$ cat src/rtl/avalon_st_sat_cnt.sv
// Saturating event counter. A clear that coincides with an increment
// leaves the counter at one, so the event that arrived with the clear
// is not lost.
module avalon_st_sat_cnt #(
    parameter int W = 32
) (
    input  logic         clk,
    input  logic         rst,
    input  logic         clr,
    input  logic         inc,
    output logic [W-1:0] cnt
);

    localparam logic [W-1:0] CNT_ZERO = {W{1'b0}};
    localparam logic [W-1:0] CNT_ONE  = {{(W-1){1'b0}}, 1'b1};
    localparam logic [W-1:0] CNT_MAX  = {W{1'b1}};

    // Count register: clear-then-apply, hold at all-ones
    always_ff @(posedge clk) begin
        if (rst) begin
            cnt <= CNT_ZERO;
        end else if (clr) begin
            cnt <= inc ? CNT_ONE : CNT_ZERO;
        end else if (inc && (cnt != CNT_MAX)) begin
            cnt <= cnt + CNT_ONE;
        end else begin
            cnt <= cnt;
        end
    end

endmodule : avalon_st_sat_cnt

$ cat config.mk
export PLATFORM = sky130hd
export DESIGN_NAME = avalon_st_sat_cnt
export DESIGN_NICKNAME = d
export VERILOG_FILES = /design/src/rtl/avalon_st_sat_cnt.sv
export SDC_FILE = /design/constraint.sdc
export NUM_CORES = 1
export LEC_CHECK = 0
export ABC_AREA = 1
export BUFFER_PORTS_ARGS = -buffer_cell sky130_fd_sc_hd__buf_2
export CAP_MARGIN = 10
export CORE_MARGIN = 3
export CORE_UTILIZATION = 57
export DETAILED_ROUTE_END_ITERATION = 8
export PLACE_DENSITY_LB_ADDON = 0.12
export REMOVE_ABC_BUFFERS = 1
export SYNTH_ARGS = -nofsm -noshare
export SYNTH_HDL_FRONTEND = slang
export SYNTH_SLANG_ARGS = --single-unit
$ cat constraint.sdc
create_clock -name clk -period 2.3 [get_ports clk]
set_input_delay 0.23 -clock clk [delete_from_list [all_inputs] [get_ports clk]]
set_output_delay 0.23 -clock clk [all_outputs]
set_load 0.02 [all_outputs]
* Word level (Yosys, flattened, before mapping) *
Cells that the tools add are included.

word-level totals
  bits in read-only memories = 0
  memories kept = 0
  input bits = 4
  RAM bits = 0
  flip-flop bits (word level) = 32
  latch bits = 0
  output and inout bits = 32
  logic and storage cells = 8

cells by class
  reductions and logical operators = 2
  eq/ne operators = 1
  multiply operators = 0
  magnitude comparators = 0
  mux-type cells = 3
  add/subtract/negate cells = 1
  div/mod/pow operators = 0
  bitwise logic cells = 0
  shifts and indexed selects = 0

operators with widths
  operator                 count
  $mux W32                 2
  $add A32 B1 Y32 const B  1
  $ne A32 B32 Y1 const B   1
  $reduce_bool A2 Y1       1
  $logic_and A1 B1 Y1      1
  $mux W1                  1

* Depth between registers and ports, before layout *
  word-level depth = 4
  depth in mapped cells = 11

* Least setup slack after synthesis *
No wires, ideal clock.

  kind = register to register
  start point = reg cnt[1]
  end point = reg cnt[7]
  stages on the path, launching flop included = 12
  path slack = 0.419 ns
  period minus slack after synthesis = 1.881 ns
  required time = 2.168 ns
  setup time = 0.132 ns
  arrival = 1.749 ns
  cell sequence = dfxtp_1 ha_1 nand2_2 nor2_4 nand2_4 nor2_8 nand2_4 nand2_8 nand2_2 buf_2 nand2_1 a21oi_1

between the ends
  word-level cells in the longest chain between the ends = 3

RTL lines
  what                                               RTL line  text
  start, declared                                    11        output logic [W-1:0] cnt
  start signal, assigned                             23        cnt <= inc ? CNT_ONE : CNT_ZERO;
  start signal, assigned                             25        cnt <= cnt + CNT_ONE;
  start signal, assigned                             27        cnt <= cnt;
  $add A32 B1 Y32 or $ne A32 B32 Y1 (tied branches)  25, 24
  $mux W32 or $logic_and A1 B1 Y1 (tied branches)    24        end else if (inc && (cnt != CNT_MAX)) begin
  $mux W32 or $reduce_bool A2 Y1 (tied branches)     --

Parallel ways exist; a longest one is shown, timed or not. The select of a mux whose other input is x is not followed.
A chain may end at the register's enable or synchronous reset.

* Worst setup path in the final report *
  start point = reg cnt[0]
  end point = reg cnt[20]

The elaborated chain is that of the path after synthesis.

==> impl_results.md <==
- Diodes inserted: 0
- Routed WL: 6120 um
- Worst hold path class: primary input to flip-flop
- Mean post-synth cell area: 5.87 um2
- Pwr Density: 429 nW/um2
- Final Hold Viols: 0
- Internal cell power: 0.826 mW
- Psw: 0.289 mW
- Tmin final: 2090 ps
- Via-to-Cell Ratio: 5.45
- # clock sinks: 32
- TritonRoute pass-1 iters: 5
- Area of the die: 4780 um2
- Initial Util: 60.7%
- Data arrival, critical path: 2320 ps
- Dpl cell area: 2500 um2
- Biggest regs: cnt (32)
- # hold bufs at CTS: 0
- HPWL Detailed: 4550 um
- Yosys warns: 0
- Ports: 36
- Sequential fraction of the synthesis area: 28.2%
- Pleak: 1.14 nW
- Worst-margin pin slew: 587 ps
- Via count: 2591
- Post-synthesis register bit count: 32
- Post_cts resized: 0
- CP endpoint kind: flip-flop
- Sw Ratio: 25.9%
- Pins Over Slew Limit: 0
- Worst setup margin: 208 ps
- CP startpoint kind: flip-flop
- Clock Skew: 7.90 ps
- Critical-path cell list: ha_1 > nand2_2 > nor2_4 > nand2_4 > nor2_8 > nand2_4 > nand2_8 > buf_4 > nand2_1 > nand2_1 > nand2_1 > inv_1
- Antenna viol nets, final: 0
- Hold EP: cnt[10]
- Later-pin clock latency in the skew report: 280 ps
- Post-route setup TNS: 0 ps
- TritonCTS Buffers: 5
- Largest Register: cnt
- Critical path class: flip-flop to flip-flop
- Largest register FFs: 32
- Critical Path RT: 2530 ps
- Non-Filler Instances: 475
- Hold path cells: 2
- Cell Rows: 22
- Drt initial violations: 266
- Slowest cell delay on critical path: 410 ps
- DRC: 0
- Core Area: 3740 um2
- Top delay family on crit path: simple AND/OR/NAND/NOR gates
- RSZ-0062 raised after global routing: false
- Clk pwr share: 40.7%
- Reg2Reg Depth: 12
- Terminus of the critical flop-to-flop path: cnt[20]
- Most common cell after layout, fill and taps aside: nand2_1
- Placer Congestion: 0.930
- Cell variety after synth: 26
- Status: finished, final reports clean
- Placement Setup Slack: 236 ps
- Die Ht: 69.2 um
- Buf/Inv on CP: 2
- Area leader, netlist: dfxtp_1
- Post-CTS Setup Inserts: 0
- Most frequent cells in the layout: 109 x nand2_1, 61 x nand3_1, 53 x nor2_1
- Synthesized area: 2270 um2
- Cell count after synthesis: 387
- GRT overflow: 0
- WL/cell: 12.9 um
- Maximum clock path buffer count: 2
- PortBufs: 35
- FMAX: 478 MHz
- Critical path peak fanout: 22
- Antenna violations before repair: 0
- Top post-synthesis cells by area: dfxtp_1 28%, nand2_1 18%, nand3_1 13%
- R2R Path Start: cnt[0]
- Top-area cell type share of the netlist area: 28.2%
- Vias in the first global route: 2298
- H-Tree Level Count: 2
- Root Driver: clkbuf_8
- Crit share post-route: 91.0%
- Final instance area: 2600 um2
- Share of cells above drive strength 1: 15.2%
- Pin count of the biggest net entering global routing: 23
- Die Wd: 69.2 um
- Sequential Power Share: 51.0%
- R2R Setup Slk: 210 ps
- Placed Cells: 467
- Fin nets: 431
- Clock slew at the register clock pins of the worst setup and hold paths: 70 ps
- Area grow syn2layout: 14.2%
- Max-cap violations: 0
- Hold path start: rst
- Rel. slew slack: 60.8%
- GRT Total Usage: 26.3%
- Power consumption: 1.11 mW
- Gate power share: 8.3%
- First-pass GRT wire length: 10600 um
- CP max stage cell: dfxtp_1
- Final number of setup-violating endpoints: 0
- VDD IR max: 0.308 mV
- Most frequent CP cell: nand2_1
- TritonCTS clock tree: done
through the flow:
step | util, % | hold slack, ps
2_1_floorplan | - | 299
3_3_place_gp | 66.9 | 484
3_5_place_dp | 66.9 | 491
4_1_cts | 69.4 | 280
5_1_grt | 69.4 | 287
6_report | 69.4 | 286
power by group through the flow:
stage	Clock, mW	Sequential [mW]	Combinational (mW)
after floorplan	0	0.588	0.0438
after global placement	0	0.581	0.0902
after detailed placement	0	0.581	0.0916
after CTS	0.459	0.568	0.0918
after global routing	0.482	0.569	0.103
final	0.453	0.569	0.0930
cells by family (layout without fill, tap and decap cells):
kind of cell	after synthesis	after routing	synth area share, %
and+or+nand+nor	252	252	50.2
buffers and inverters	62	102	11.3
AOI/OAI and AO/OA	38	38	9.03
DFF	32	32	28.2
xor gates and xnor gates	2	2	0.771
adders and majority gates	1	1	0.550
cell type report:
type | count | area (um2)
fill | 360 | 1150
timing repair buffer | 43 | 235
multi-input combinational | 293 | 1380
clock buffer | 6 | 82.6
tap | 48 | 60.1
sequential | 32 | 641
inverter | 51 | 191
clock inverter | 2 | 10.0
how the worst max path moves through the flow:
stage / cells after the start / slack, ps / to / from
final: 12 / 210 / cnt[20] / cnt[0]
after CTS: 10 / 220 / cnt[19] / cnt[1]
after floorplan: 10 / 260 / cnt[2] / cnt[1]
after global routing: 12 / 40 / cnt[30] / cnt[1]
after global placement: 12 / 340 / cnt[30] / cnt[0]
after detailed placement: 10 / 240 / cnt[19] / cnt[1]
cells in the mapped netlist (all sizes together):
library cell,instances
a21oi,20
buf,6
clkbuf,5
dfxtp,32
ha,1
inv,51
nand2,117
nand3,61
nand3b,1
nand4,8
nor2,59
nor3,6
o21ai,12
o21bai,6
xor2,2
routing by layer:
metal / vias up / GRT usage [%] / share of wire [%]
li1: 1309 / - / -
met4: 0 / 7.81 / 1.5
met1: 1172 / 36.9 / 46
met2: 98 / 41.2 / 45
met3: 12 / 4.37 / 7.5
met5: - / 0 / 0
No activity file was read; power rests on OpenSTA's default activity.
